**src/rtl/icache_pkg.sv**
```systemverilog
// Shared geometry, field widths and fill FSM states
// for the direct-mapped instruction cache.
package icache_pkg;

  localparam int AW     = 16;
  localparam int DW     = 16;
  localparam int BLOCKS = 32;
  localparam int WORDS  = 8;
  localparam int OFF_W  = $clog2(WORDS);
  localparam int IDX_W  = $clog2(BLOCKS);
  localparam int TAG_W  = AW - IDX_W - OFF_W - 1;
  localparam int CNT_W  = 4;
  localparam int LINE_W = TAG_W + IDX_W;

  localparam logic [CNT_W-1:0] WORDS_C = CNT_W'(WORDS);
  localparam logic [CNT_W-1:0] LAST_C  = CNT_W'(WORDS - 1);

  typedef enum logic [1:0] {
    IDLE,
    WAIT_GRANT,
    FILL
  } fill_state_e;

endpackage

```
**src/rtl/icache_data_array.sv**
```systemverilog
// Instruction cache data store: one write port and
// one combinational read port, storage is not reset.
module icache_data_array
  import icache_pkg::*;
(
  input  logic             clk,
  input  logic             we,
  input  logic [IDX_W-1:0] widx,
  input  logic [OFF_W-1:0] wword,
  input  logic [DW-1:0]    wdata,
  input  logic [IDX_W-1:0] ridx,
  input  logic [OFF_W-1:0] rword,
  output logic [DW-1:0]    rdata
);

  logic [DW-1:0] mem_q [BLOCKS*WORDS];

  always_ff @(posedge clk) begin
    if (we) begin
      mem_q[{widx, wword}] <= wdata;
    end
  end

  assign rdata = mem_q[{ridx, rword}];

endmodule

```
**src/rtl/icache_fill_ctrl.sv**
```systemverilog
// Direct-mapped icache: same-cycle hits, stall plus
// an 8-word burst fill from main memory on a miss.
module icache_fill_ctrl
  import icache_pkg::*;
(
  input  logic          clk,
  input  logic          rst,
  input  logic          fetch_req,
  input  logic [AW-1:0] pc_addr,
  output logic [DW-1:0] instr,
  output logic          icache_stall,
  output logic          mem_req,
  output logic [AW-1:0] mem_addr,
  input  logic          mem_grant,
  input  logic          mem_data_valid,
  input  logic [DW-1:0] mem_data
);

  fill_state_e state_q, state_d;

  logic [TAG_W-1:0] fill_tag_q, fill_tag_d;
  logic [IDX_W-1:0] fill_idx_q, fill_idx_d;
  logic [CNT_W-1:0] issue_q, issue_d;
  logic [CNT_W-1:0] ret_q, ret_d;

  logic [BLOCKS-1:0] valid_q;
  logic [TAG_W-1:0]  tag_q [BLOCKS];

  logic [TAG_W-1:0] pc_tag;
  logic [IDX_W-1:0] pc_idx;
  logic [OFF_W-1:0] pc_word;
  logic             unused_pc_lsb;

  logic          hit;
  logic          ret_ok;
  logic          we;
  logic          line_done;
  logic [DW-1:0] rdata;

  assign pc_tag        = pc_addr[AW-1 -: TAG_W];
  assign pc_idx        = pc_addr[OFF_W+1 +: IDX_W];
  assign pc_word       = pc_addr[1 +: OFF_W];
  assign unused_pc_lsb = pc_addr[0];

  assign hit = fetch_req
             & valid_q[pc_idx]
             & (tag_q[pc_idx] == pc_tag);

  // Only accept returns for reads actually issued.
  assign ret_ok = mem_data_valid
                & (ret_q < issue_q);

  always_comb begin
    state_d      = state_q;
    fill_tag_d   = fill_tag_q;
    fill_idx_d   = fill_idx_q;
    issue_d      = issue_q;
    ret_d        = ret_q;
    mem_req      = 1'b0;
    icache_stall = 1'b0;
    we           = 1'b0;
    line_done    = 1'b0;
    unique case (state_q)
      IDLE: begin
        icache_stall = fetch_req & ~hit;
        if (fetch_req && !hit) begin
          fill_tag_d = pc_tag;
          fill_idx_d = pc_idx;
          issue_d    = '0;
          ret_d      = '0;
          state_d    = WAIT_GRANT;
        end
      end
      WAIT_GRANT: begin
        icache_stall = 1'b1;
        mem_req      = 1'b1;
        if (mem_grant) begin
          issue_d = issue_q + 4'd1;
          state_d = FILL;
        end
      end
      FILL: begin
        icache_stall = 1'b1;
        mem_req      = (issue_q < WORDS_C);
        if (mem_req && mem_grant) begin
          issue_d = issue_q + 4'd1;
        end
        if (ret_ok) begin
          we    = 1'b1;
          ret_d = ret_q + 4'd1;
          if (ret_q == LAST_C) begin
            line_done = 1'b1;
            state_d   = IDLE;
          end
        end
      end
      default: begin
        state_d = IDLE;
      end
    endcase
  end

  always_comb begin
    mem_addr = '0;
    if (mem_req) begin
      mem_addr = {fill_tag_q, fill_idx_q,
                  issue_q[OFF_W-1:0], 1'b0};
    end
  end

  always_ff @(posedge clk or negedge rst) begin
    if (!rst) begin
      state_q    <= IDLE;
      fill_tag_q <= '0;
      fill_idx_q <= '0;
      issue_q    <= '0;
      ret_q      <= '0;
      valid_q    <= '0;
    end else begin
      state_q    <= state_d;
      fill_tag_q <= fill_tag_d;
      fill_idx_q <= fill_idx_d;
      issue_q    <= issue_d;
      ret_q      <= ret_d;
      if (line_done) begin
        valid_q[fill_idx_q] <= 1'b1;
      end
    end
  end

  // Old tag stays live until the last word lands.
  always_ff @(posedge clk) begin
    if (line_done) begin
      tag_q[fill_idx_q] <= fill_tag_q;
    end
  end

  icache_data_array u_data (
    .clk   (clk),
    .we    (we),
    .widx  (fill_idx_q),
    .wword (ret_q[OFF_W-1:0]),
    .wdata (mem_data),
    .ridx  (pc_idx),
    .rword (pc_word),
    .rdata (rdata)
  );

  assign instr = (state_q == IDLE && hit) ? rdata : '0;

endmodule

```
**config.mk**
```make
export PLATFORM = sky130hd
export DESIGN_NAME = icache_fill_ctrl
export DESIGN_NICKNAME = d
export VERILOG_FILES = /design/src/rtl/icache_pkg.sv /design/src/rtl/icache_data_array.sv /design/src/rtl/icache_fill_ctrl.sv
export SDC_FILE = /design/constraint.sdc
export NUM_CORES = 2
export LEC_CHECK = 0
export CELL_PAD_IN_SITES_DETAIL_PLACEMENT = 0
export CELL_PAD_IN_SITES_GLOBAL_PLACEMENT = 1
export CORE_MARGIN = 2
export CORE_UTILIZATION = 55
export CTS_BUF_LIST = sky130_fd_sc_hd__clkbuf_2
export DETAILED_ROUTE_END_ITERATION = 7
export DONT_BUFFER_PORTS = 1
export MAX_ROUTING_LAYER = met4
export PLACE_DENSITY = 0.87
export SETUP_SLACK_MARGIN = 0.02
export SYNTH_ARGS = -nofsm -noshare
export SYNTH_HDL_FRONTEND = slang
export SYNTH_HIERARCHICAL = 1
export SYNTH_MEMORY_MAX_BITS = 65536
export SYNTH_SLANG_ARGS = --single-unit
```
**constraint.sdc**
```tcl
create_clock -name clk -period 9.9 [get_ports clk]
set_clock_uncertainty 0.2 [all_clocks]
set_input_delay 0 -clock clk [delete_from_list [all_inputs] [get_ports clk]]
set_output_delay 0 -clock clk [all_outputs]
set_load 0.005 [all_outputs]
```
==> flow_metrics.tcl <==
set metrics [dict create \
    outcome "complete, but fails checks" \
    failed_checks "capacitance limit, slew limit" \
    syn_nets 8072 \
    grt_use_total 0.272 \
    clk_pin_slew_ns 0.11 \
    wl_per_cell_microns 29.7 \
    drtIter0Drc 13400 \
    antenna_found_initial 19 \
    drc 0 \
    clk_path_buf_depth 5 \
    synth_seq_cells 4374 \
    dieArea_sq_um 314000 \
    wl_met1_microns 148000 \
    crit_family "buffers and inverters" \
    dpl.hpwl_microns 221000 \
    yosysSeqAreaShare 0.771 \
    cts_tree "done" \
    synth-edff-count 4320 \
    place.gp.congestion 0.938 \
    min_period_over_period 0.805 \
    ys_types 72 \
    met3_length_microns 51600 \
    cts-htree-levels 7 \
    synth_top_flop_cell "edfxtp_1" \
    rrSetupSlack_ns 1.93 \
    cpMaxStageDelayCell "dlygate4sd3_1" \
    grt_overflow_total 0 \
    ctsRootBufferMaster "clkbuf_2" \
    grt_pass1_vias 89200 \
    numPortBuffers 0 \
    initial_core_util 0.552 \
    synthArstFlopShare 0.0123 \
    cp_num_buf_inv 8 \
    critPathKind "flop to flop" \
    tns_ns 0 \
    vias 89200 \
    cts_buffers 1098 \
    rows 204 \
    drt-vias-per-instance 6.39 \
    synth_area_sq_um 170000 \
    fin_crit_ns 7.97 \
    synthCells 8026 \
    drv_slew 331 \
    wirelength_microns 414000 \
    cp-end-kind "flop" \
    utilization 0.606 \
    power.density_nw_per_um2 184 \
    clk_latency_ns 2.19 \
    tightest_slew_ns 1.63 \
    post_cts_buffers 0 \
    maxUsedRoutingLayer "met4" \
    dieHeight_microns 560 \
    cpPeakStageDelay_ns 0.77 \
    critPathRequiredTime_ns 11.79 \
    dieWidth_microns 560 \
    synth_warnings 6 \
    hp-class "primary input to flop" \
    drive_gt1_frac 0.303 \
    core_area_sq_um 308000 \
    cp_cell_sequence "mux4_2 > mux2_2 > nand2_1 > dlygate4sd3_1 > nand3_1 > dlygate4sd3_1 > nand4_1 > dlygate4sd3_1 > or4_4 > dlygate4sd3_1 > nor4_4 > dlygate4sd3_1 > dlygate4sd3_1 > nor3_1 > dlygate4sd3_1 > mux2_1 > dlygate4sd3_1" \
    finalSetupViolCount 0 \
    fin_nets 9177 \
    fmax_ghz 0.126 \
    crit_top_cell "dlygate4sd3_1" \
    hold_viol_final 0 \
    ir_worst_vdd_mv 0.106 \
    met2RoutedLength_microns 198000 \
    leakagePower_nw 61.3 \
    critPathArrivalTime_ns 9.85 \
    maxCapViolations 1 \
    rsz0062_at_grt "no" \
    relSlewSlack -0.0957 \
    grt_max_degree 738 \
    pin_count 71 \
    start_kind "flop" \
    synthToLayoutAreaGrowth_pct 9.79 \
    grt_pass1_wl_microns 597000 \
    clock_sinks 4374 \
    syn_avg_cell_area_sq_um 21.2 \
    drtPass1Iterations 7 \
    critPathMaxFanout 7 \
    ant_nets 0 \
]
## synth_stat cells (all sizes together) (7+ instances only)
library cell  number  area share
o32ai             21      0.0011
nor4              21     0.00093
o31ai             16     0.00071
nand2b            14     0.00051
ha                 9     0.00066
mux2i            597       0.035
o22ai            149      0.0055
and2              35      0.0013
a22o              36      0.0019
o221ai           253       0.013
a31oi              7     0.00026
nor2b             21     0.00077
dfrtp             54      0.0079
mux4             856        0.11
edfxtp          4320        0.76
nand2             63      0.0014
a21oi            177      0.0052
o21ai             45      0.0013
a211oi            19     0.00084
nor3              95      0.0028
o21bai            16     0.00071
a221oi            36      0.0019
nand3             50      0.0015
clkbuf           244      0.0054
nor2             349      0.0077
inv               14     0.00031
and3              12     0.00044
a22oi             47      0.0021
mux2             103      0.0069
or2               23     0.00085
nand4             28      0.0010
buf              242       0.011
## cell type report
class	instances	area, sq um
sequential	4374	131000
fill	21300	122000
multi-input combinational	3152	36300
clock buffer	1527	7640
tap	4120	5150
timing repair buffer	491	5150
clock inverter	257	1320
inverter	14	62.6
antenna	18	45.0
## path summary, 6_finish.rpt
kind,endpoint,cells after the start,start
worst min-delay path,u_data/mem_q[56][9],5,mem_data[9]
worst max-delay path,state_q[1],17,valid_q[30]
min in group asynchronous,fill_tag_q[1],8,rst
worst min register to register,valid_q[28],1,valid_q[28]
max in group asynchronous,valid_q[25],8,rst
worst max register to register,state_q[1],17,valid_q[30]
## metal layers
layer | vias to the layer above | global-route usage
met4 | 0 | 0.123
li1 | 36700 | -
met5 | - | -
met3 | 791 | 0.0755
met2 | 6239 | 0.402
met1 | 45400 | 0.356
## registers in the layout (all words and copies together) (netlist names)
| signal | count |
|---|---|
| u_data/mem_q | 4096 |
| tag_q | 224 |
| valid_q | 32 |
| fill_tag_q | 7 |
| fill_idx_q | 5 |
| issue_q | 4 |
| ret_q | 4 |
| state_q | 2 |
## per-stage QoR
step	worst slack, ns	cell area [sq um]	cells	total power [W]	hold slack (ns)
after floorplan	6.09	170000	8026	0.0224	-0.496
after global routing	1.80	187000	14000	0.0356	0.0132
after CTS	1.93	186000	13900	0.0345	0.0349
after detailed placement	4.48	175000	12000	0.0229	-0.492
after global placement	4.54	175000	12000	0.0229	-0.492
final	1.93	187000	14000	0.0344	0.128
## worst min-delay path, stage by stage
cell and delay [ns]:
dlygate4sd3_1 0.57, dlygate4sd3_1 0.59, dlygate4sd3_1 0.64, buf_16 0.16, buf_16 0.20
## cells in the final DEF, fill, tap and decap left out, types with 44 or more instances in the layout
| master | netlist | routed |
|---|---|---|
| edfxtp_1 | 4320 | 4320 |
| clkbuf_2 | 0 | 1527 |
| mux4_2 | 856 | 856 |
| mux2i_1 | 597 | 597 |
| nor2_1 | 349 | 312 |
| buf_4 | 29 | 283 |
| o221ai_1 | 252 | 252 |
| clkinv_1 | 0 | 194 |
| a21oi_1 | 177 | 177 |
| o22ai_1 | 149 | 149 |
| dlygate4sd3_1 | 0 | 148 |
| mux2_2 | 97 | 97 |
| nor3_1 | 94 | 92 |
| nand2_1 | 63 | 63 |
| dfrtp_1 | 54 | 54 |
| a22oi_1 | 47 | 47 |
| buf_16 | 0 | 46 |
| o21ai_0 | 44 | 44 |
## cell families after synthesis
family                     Yosys count  synth area share
DFF                               4374             0.771
muxes                             1556             0.155
AOI/OAI and AO/OA                  844            0.0356
and+or+nand+nor                    735            0.0204
buffers and inverters              500            0.0170
adders and majority gates            9          0.000662
xor gates and xnor gates             7          0.000360
other                                1         0.0000220
## where the power goes
part | internal (W) | switching (W) | total [W]
clock | 0.00442 | 0.00678 | 0.0112
combinational | 0.000877 | 0.00157 | 0.00245
sequential | 0.0205 | 0.000229 | 0.0208
total | 0.0258 | 0.00858 | 0.0344
## timing repair
action	in CTS	in global routing
hold buffers	186	2
hold endpoints to repair	8387	69
resized for setup	0	0
Note: power is estimated with default switching activity, not from simulation.
